File: config.mk
export PLATFORM = sky130hd
export DESIGN_NAME = dcache_port_arbiter
export DESIGN_NICKNAME = d
export VERILOG_FILES = /design/src/rtl/dcache_port_arbiter_pkg.sv /design/src/rtl/dcache_port_arbiter_out_credit_ctr.sv /design/src/rtl/dcache_port_arbiter.sv
export SDC_FILE = /design/constraint.sdc
export NUM_CORES = 1
export LEC_CHECK = 0
export ABC_AREA = 1
export ABC_CLOCK_PERIOD_IN_PS = 4019
export BUFFER_PORTS_ARGS = -buffer_cell sky130_fd_sc_hd__buf_2
export CORE_MARGIN = 2
export CORE_UTILIZATION = 45
export CTS_CLUSTER_SIZE = 40
export DETAILED_ROUTE_END_ITERATION = 8
export PLACE_DENSITY = 0.89
export SETUP_SLACK_MARGIN = 0.15
export SYNTH_ARGS = -nofsm -noshare
export SYNTH_HDL_FRONTEND = slang
export SYNTH_HIERARCHICAL = 1
export SYNTH_SLANG_ARGS = --single-unit
File: constraint.sdc
create_clock -name clk_i -period 4.02 [get_ports clk_i]
set_input_delay 0 -clock clk_i [delete_from_list [all_inputs] [get_ports clk_i]]
set_output_delay 0 -clock clk_i [all_outputs]
set_load 0.01 [all_outputs]
File: src/rtl/dcache_port_arbiter_pkg.sv
// Shared constants for the DCache port arbiter: default widths, requester
// port indices and the layout of the cache-side ldstID (port tag in the MSB).
package dcache_port_arbiter_pkg;

   localparam int unsigned DEF_ID_W    = 4;
   localparam int unsigned DEF_ADDR_W  = 32;
   localparam int unsigned DEF_DATA_W  = 32;
   localparam int unsigned DEF_MAX_OUT = 4;

   localparam logic PORT_LSQ = 1'b0;
   localparam logic PORT_AUX = 1'b1;

   // Bit position of the requester tag inside the cache-side ldstID.
   function automatic int unsigned tag_bit(input int unsigned id_w);
      return id_w - 1;
   endfunction

endpackage

File: src/rtl/dcache_port_arbiter_out_credit_ctr.sv
// Per-port outstanding-request counter.
// Ports: clk_i, rst_i (sync, active high); inc_i (grant), dec_i (response);
// avail_c_o: room for one more grant this cycle, counting a same-cycle response;
// underflow_c_o: response arrived with nothing outstanding; zero_o: count is 0.
module out_credit_ctr #(
   parameter int unsigned MAX_OUT = 4,
   localparam int unsigned CNT_W  = $clog2(MAX_OUT + 1)
) (
   input  logic clk_i,
   input  logic rst_i,
   input  logic inc_i,
   input  logic dec_i,
   output logic avail_c_o,
   output logic underflow_c_o,
   output logic zero_o
);

   logic [CNT_W-1:0] cnt_q, cnt_d;
   logic             dec_ok;

   // A response at zero count is flagged and ignored so the counter never wraps.
   always_comb begin
      cnt_d         = cnt_q;
      dec_ok        = dec_i && (cnt_q != '0);
      underflow_c_o = dec_i && (cnt_q == '0);
      avail_c_o     = (cnt_q < CNT_W'(MAX_OUT)) || dec_ok;
      case ({inc_i, dec_ok})
         2'b10:   cnt_d = cnt_q + CNT_W'(1);
         2'b01:   cnt_d = cnt_q - CNT_W'(1);
         default: cnt_d = cnt_q;
      endcase
   end

   always_ff @(posedge clk_i) begin
      if (rst_i) cnt_q <= '0;
      else       cnt_q <= cnt_d;
   end

   assign zero_o = (cnt_q == '0);

endmodule

File: src/rtl/dcache_port_arbiter.sv
// Two-requester round-robin arbiter in front of the single DCache port.
// Port 0 = LSQ, port 1 = aux client. Requests are registered toward the cache
// with the port index in the ldstID MSB; responses are routed back by that bit.
// Ports: p{0,1}_* request/response per requester, mem_* cache request and
// response, idle (nothing outstanding, no request), err (sticky spurious response).
module dcache_port_arbiter
   import dcache_port_arbiter_pkg::*;
#(
   parameter int unsigned ID_W    = DEF_ID_W,
   parameter int unsigned ADDR_W  = DEF_ADDR_W,
   parameter int unsigned DATA_W  = DEF_DATA_W,
   parameter int unsigned MAX_OUT = DEF_MAX_OUT
) (
   input  logic              clk_i,
   input  logic              rst_i,
   input  logic              p0_valid_i,
   input  logic              p0_rw_i,
   input  logic [ADDR_W-1:0] p0_addr_i,
   input  logic [DATA_W-1:0] p0_wdata_i,
   input  logic [ID_W-2:0]   p0_id_i,
   output logic              p0_ready_o,
   output logic              p0_rsp_valid_o,
   output logic [ID_W-2:0]   p0_rsp_id_o,
   output logic [DATA_W-1:0] p0_rsp_data_o,
   input  logic              p1_valid_i,
   input  logic              p1_rw_i,
   input  logic [ADDR_W-1:0] p1_addr_i,
   input  logic [DATA_W-1:0] p1_wdata_i,
   input  logic [ID_W-2:0]   p1_id_i,
   output logic              p1_ready_o,
   output logic              p1_rsp_valid_o,
   output logic [ID_W-2:0]   p1_rsp_id_o,
   output logic [DATA_W-1:0] p1_rsp_data_o,
   output logic              mem_valid_o,
   output logic              mem_rw_o,
   output logic [ADDR_W-1:0] mem_addr_o,
   output logic [DATA_W-1:0] mem_wdata_o,
   output logic [ID_W-1:0]   mem_id_o,
   input  logic              mem_stall_i,
   input  logic              mem_rsp_valid_i,
   input  logic [ID_W-1:0]   mem_rsp_id_i,
   input  logic [DATA_W-1:0] mem_rsp_data_i,
   output logic              idle_o,
   output logic              err_o
);

   localparam int unsigned TAG = tag_bit(ID_W);

   logic              mem_valid_q, mem_valid_d, mem_rw_q, mem_rw_d;
   logic [ADDR_W-1:0] mem_addr_q, mem_addr_d;
   logic [DATA_W-1:0] mem_wdata_q, mem_wdata_d;
   logic [ID_W-1:0]   mem_id_q, mem_id_d;
   logic              last_q, last_d, err_q, err_d;
   logic              rv0_q, rv0_d, rv1_q, rv1_d;
   logic [ID_W-2:0]   rid0_q, rid0_d, rid1_q, rid1_d;
   logic [DATA_W-1:0] rdat0_q, rdat0_d, rdat1_q, rdat1_d;

   logic slot_free, dec0, dec1, el0, el1, g0, g1;
   logic av0, av1, uf0, uf1, z0, z1;

   out_credit_ctr #(.MAX_OUT(MAX_OUT)) u_cred0 (
      .clk_i(clk_i), .rst_i(rst_i), .inc_i(g0), .dec_i(dec0),
      .avail_c_o(av0), .underflow_c_o(uf0), .zero_o(z0)
   );

   out_credit_ctr #(.MAX_OUT(MAX_OUT)) u_cred1 (
      .clk_i(clk_i), .rst_i(rst_i), .inc_i(g1), .dec_i(dec1),
      .avail_c_o(av1), .underflow_c_o(uf1), .zero_o(z1)
   );

   // Round-robin grant: on a tie the port that did not win last time goes.
   always_comb begin
      slot_free = !mem_valid_q || !mem_stall_i;
      dec0      = mem_rsp_valid_i && (mem_rsp_id_i[TAG] == PORT_LSQ);
      dec1      = mem_rsp_valid_i && (mem_rsp_id_i[TAG] == PORT_AUX);
      el0       = p0_valid_i && av0;
      el1       = p1_valid_i && av1;
      g0        = slot_free && el0 && (!el1 || (last_q == PORT_AUX));
      g1        = slot_free && el1 && (!el0 || (last_q == PORT_LSQ));
   end

   // Request register, response routing and sticky error next-state.
   always_comb begin
      mem_valid_d = mem_valid_q;
      mem_rw_d    = mem_rw_q;
      mem_addr_d  = mem_addr_q;
      mem_wdata_d = mem_wdata_q;
      mem_id_d    = mem_id_q;
      last_d      = last_q;
      rid0_d      = rid0_q;
      rdat0_d     = rdat0_q;
      rid1_d      = rid1_q;
      rdat1_d     = rdat1_q;
      rv0_d       = dec0;
      rv1_d       = dec1;
      err_d       = err_q || uf0 || uf1;
      if (g0) begin
         mem_valid_d = 1'b1;
         mem_rw_d    = p0_rw_i;
         mem_addr_d  = p0_addr_i;
         mem_wdata_d = p0_wdata_i;
         mem_id_d    = {PORT_LSQ, p0_id_i};
         last_d      = PORT_LSQ;
      end else if (g1) begin
         mem_valid_d = 1'b1;
         mem_rw_d    = p1_rw_i;
         mem_addr_d  = p1_addr_i;
         mem_wdata_d = p1_wdata_i;
         mem_id_d    = {PORT_AUX, p1_id_i};
         last_d      = PORT_AUX;
      end else if (!mem_stall_i) begin
         mem_valid_d = 1'b0;
      end
      if (dec0) begin
         rid0_d  = mem_rsp_id_i[ID_W-2:0];
         rdat0_d = mem_rsp_data_i;
      end
      if (dec1) begin
         rid1_d  = mem_rsp_id_i[ID_W-2:0];
         rdat1_d = mem_rsp_data_i;
      end
   end

   // last_q resets to port 1 so port 0 wins the first tie.
   always_ff @(posedge clk_i) begin
      if (rst_i) begin
         mem_valid_q <= 1'b0;
         mem_rw_q    <= 1'b0;
         mem_addr_q  <= '0;
         mem_wdata_q <= '0;
         mem_id_q    <= '0;
         last_q      <= PORT_AUX;
         err_q       <= 1'b0;
         rv0_q       <= 1'b0;
         rv1_q       <= 1'b0;
         rid0_q      <= '0;
         rid1_q      <= '0;
         rdat0_q     <= '0;
         rdat1_q     <= '0;
      end else begin
         mem_valid_q <= mem_valid_d;
         mem_rw_q    <= mem_rw_d;
         mem_addr_q  <= mem_addr_d;
         mem_wdata_q <= mem_wdata_d;
         mem_id_q    <= mem_id_d;
         last_q      <= last_d;
         err_q       <= err_d;
         rv0_q       <= rv0_d;
         rv1_q       <= rv1_d;
         rid0_q      <= rid0_d;
         rid1_q      <= rid1_d;
         rdat0_q     <= rdat0_d;
         rdat1_q     <= rdat1_d;
      end
   end

   assign p0_ready_o     = g0;
   assign p1_ready_o     = g1;
   assign mem_valid_o    = mem_valid_q;
   assign mem_rw_o       = mem_rw_q;
   assign mem_addr_o     = mem_addr_q;
   assign mem_wdata_o    = mem_wdata_q;
   assign mem_id_o       = mem_id_q;
   assign p0_rsp_valid_o = rv0_q;
   assign p0_rsp_id_o    = rid0_q;
   assign p0_rsp_data_o  = rdat0_q;
   assign p1_rsp_valid_o = rv1_q;
   assign p1_rsp_id_o    = rid1_q;
   assign p1_rsp_data_o  = rdat1_q;
   assign err_o          = err_q;
   assign idle_o         = z0 && z1 && !mem_valid_q;

endmodule

==> flow_metrics.tcl <==
set metrics [dict create \
    outcome "completed" \
    hp-class "in2reg" \
    hold_start "mem_stall_i" \
    clk_latency_ns 0.43 \
    holdWs_ns 0.02431 \
    leakage_nw 5.605 \
    vias 9043 \
    grt_use_met2 0.5738 \
    critPathMaxStageDelay_ns 0.68 \
    maxCapViolCount 0 \
    grt_pass1_vias 9039 \
    netlist_area_sq_um 6601 \
    yosysMostFrequentCell "nor2_1" \
    powerDensity_nw_per_um2 430.7 \
    worst-path-max-fanout 37 \
    yosys.area.top_type "dfxtp_1" \
    fillerInstances 917 \
    switching_share 0.3260 \
    clock.fmax_mhz 338.8 \
    grt_start_max_net_pins 119 \
    synth_top_cells_by_count "nor2_1 (355), dfxtp_1 (150), o21ai_0 (140), inv_1 (84), nand2_1 (78)" \
    initial_utilization 0.4577 \
    routed_wl_um 27600 \
    crit_path_end_kind "flip-flop" \
    globalplace.congestion 0.8576 \
    worstPathBufferInverterCount 2 \
    grt_usage 0.3430 \
    vias_per_cell 5.497 \
    cts_buffers 17 \
    drt-initial-drc-count 1074 \
    critPathLaunchType "flip-flop" \
    die_y_um 125.1 \
    cts_hold_buf 172 \
    relSlewSlack 0.4429 \
    p_switching_mw 1.482 \
    cp_data_required_time_ns 4.34 \
    synthCells 984 \
    cts_tree "built" \
    top_usage_layer "met2" \
    grt_pass1_wl_um 43970 \
    cts-resized-gates 0 \
    setup_viol 0 \
    cp_slowest_cell "nand3_2" \
    async_reset_ff_frac 0 \
    worst_pin_slew_ns 0.8347 \
    cpMostUsedCell "nor2_1" \
    clock-sinks 150 \
    dr.pass1.iters 7 \
    fin_crit_sh 0.7343 \
    core-area_sq_um 14420 \
    p_int_mw 3.063 \
    use_met3 0.08558 \
    h-tree-depth 4 \
    yosys_most_used_dff "dfxtp_1" \
    hold_viol 0 \
    syn2layout_area_growth_pct 59.88 \
    p_comb_frac 0.268 \
    cp_data_arrival_time_ns 3.27 \
    clk_path_buf_depth 2 \
    synth.top_cell.area_share 0.4549 \
    seq_area_sq_um 3003 \
    post_cts_buffers 0 \
    timing.setup.tns_ns 0 \
    path_cells "nor3_2 > o21ai_1 > nand3_2 > buf_4 > nand3_1 > nand2_1 > nor2_1 > dlygate4sd3_1 > nor2_1" \
    grt-ovfl-total 0 \
    ir_worst_vdd_uv 260.0 \
    maxSlewViolCount 0 \
    synth_edf_count 0 \
    netlist-cell-type-count 26 \
    row_count 44 \
    total_power_mw 4.545 \
    finClkSkew_ns 0.01021 \
    drive_gt1_frac 0.2654 \
    synth_area_leaders "dfxtp_1 (45%), nor2_1 (20%), o21ai_0 (11%)" \
    crit_type "reg2reg" \
    antenna_found_initial 2 \
    ys_seq_area_frac 0.4549 \
    dieArea_sq_um 15660 \
    hpwl_um 13630 \
    syn_nets 1166 \
    syn_area_per_cell_sq_um 6.709 \
    rsz0062_at_grt "false" \
    clk_pin_slew_worst_paths_ns 0.07 \
    r2r_start "u_cred1/cnt_q[2]$_SDFFE_PP0P_" \
    critical_path.top_delay_family "simple AND/OR/NAND/NOR gates" \
    die_w_um 125.1 \
    met1_usage 0.3860 \
    io_buffers 323 \
    finalCriticalPeriod_ns 2.952 \
    final_nets 1627 \
    pwr-share-seq 0.381 \
    io_pins 324 \
    root_buffer "clkbuf_16" \
    ys_warn_count 6 \
    layout_setup_ws_ns 1.068 \
    yosys_register_bits 150 \
    route.detailed.drc 0 \
    antenna_left 0 \
    place_ws_ns 1.566 \
    routedWlPerCell_um 16.78 \
    multi_input_area_sq_um 2935 \
    startpoint "u_cred1/cnt_q[2]$_SDFFE_PP0P_" \
    p_clk_frac 0.351 \
]
[layout by cell type (no fill, tap or decap), types with 3 or more instances in the layout]
cell and n:
a21oi_1 4, buf_2 323, buf_4 8, clkbuf_16 17, dfxtp_1 150, diode_2 3
dlygate4sd3_1 172, inv_1 83, inv_2 12, inv_6 7, inv_8 3, nand2_1 78
nand2_2 3, nand3_1 71, nor2_1 355, o21ai_0 140, o21ai_1 6
[worst paths after layout]
check	slack, ns	cells after the start	end
min reg2reg	0.48	2	p1_rsp_data_o[3]$_SDFFE_PP0P_
max	1.07	9	mem_wdata_o[10]$_SDFFE_PP0P_
max reg2reg	1.07	9	mem_wdata_o[10]$_SDFFE_PP0P_
min	0.02	5	mem_valid_o$_SDFFE_PP0P_
[state kept, by name, summed over array words and instances, names as in the netlist]
| name | count |
|---|---|
| p0_rsp_data_o | 32 |
| u_cred1/cnt_q | 3 |
| mem_id_o | 4 |
| mem_valid_o | 1 |
| p1_rsp_id_o | 3 |
| p0_rsp_id_o | 3 |
| mem_addr_o | 32 |
| last_q | 1 |
| p0_rsp_valid_o | 1 |
| err_o | 1 |
| mem_wdata_o | 32 |
| u_cred0/cnt_q | 3 |
| p1_rsp_valid_o | 1 |
| mem_rw_o | 1 |
| p1_rsp_data_o | 32 |
[per-stage QoR]
step,util,instances,cell area [sq um]
4_1_cts,0.7312,1642,10550
6_report,0.7317,1645,10550
5_1_grt,0.7315,1644,10550
3_3_place_gp,0.5717,1438,8245
3_5_place_dp,0.5717,1438,8245
2_1_floorplan,-,984,6601
[power groups by stage]
stage               Clock [mW]  Sequential, mW  Combinational [mW]
finish                    1.60            1.73                1.22
floorplan                    0            1.81               0.496
global placement             0            1.74               0.878
CTS                       1.61            1.72                1.13
detailed placement           0            1.75               0.894
global route              1.68            1.74                1.32
[worst reg2reg max path, delay by kind of cell (launching register included)]
| family | cells | cell delay, ns |
|---|---|---|
| and+or+nand+nor | 6 | 1.17 |
| buffers and inverters | 2 | 1.08 |
| AOI/OAI and AO/OA | 1 | 0.20 |
| DFF | 1 | 0.41 |
[final cells by class]
class                   count  area share
well taps                 184     0.02181
inverters                  96     0.03414
diodes                      3   0.0007113
multi-input cells         675      0.2781
repair buffers            505      0.3258
clock buffers              17     0.04031
clock inverters            15     0.01458
flip-flops and latches    150      0.2845
[metal layers]
metal  vias up  wire (um)
met5         -          0
met4         0       1850
met3       175       2882
met2       785      13070
met1      4087       9797
li1       3996          -
[kinds of logic after synthesis]
| kind of cell | after synthesis | share of synthesized area |
|---|---|---|
| buffers and inverters | 159 | 0.1024 |
| AOI/OAI and AO/OA | 153 | 0.1173 |
| DFF | 150 | 0.4549 |
| adders and majority gates | 4 | 0.009856 |
| and+or+nand+nor | 518 | 0.3156 |
Power figures use the tool's default switching activity.
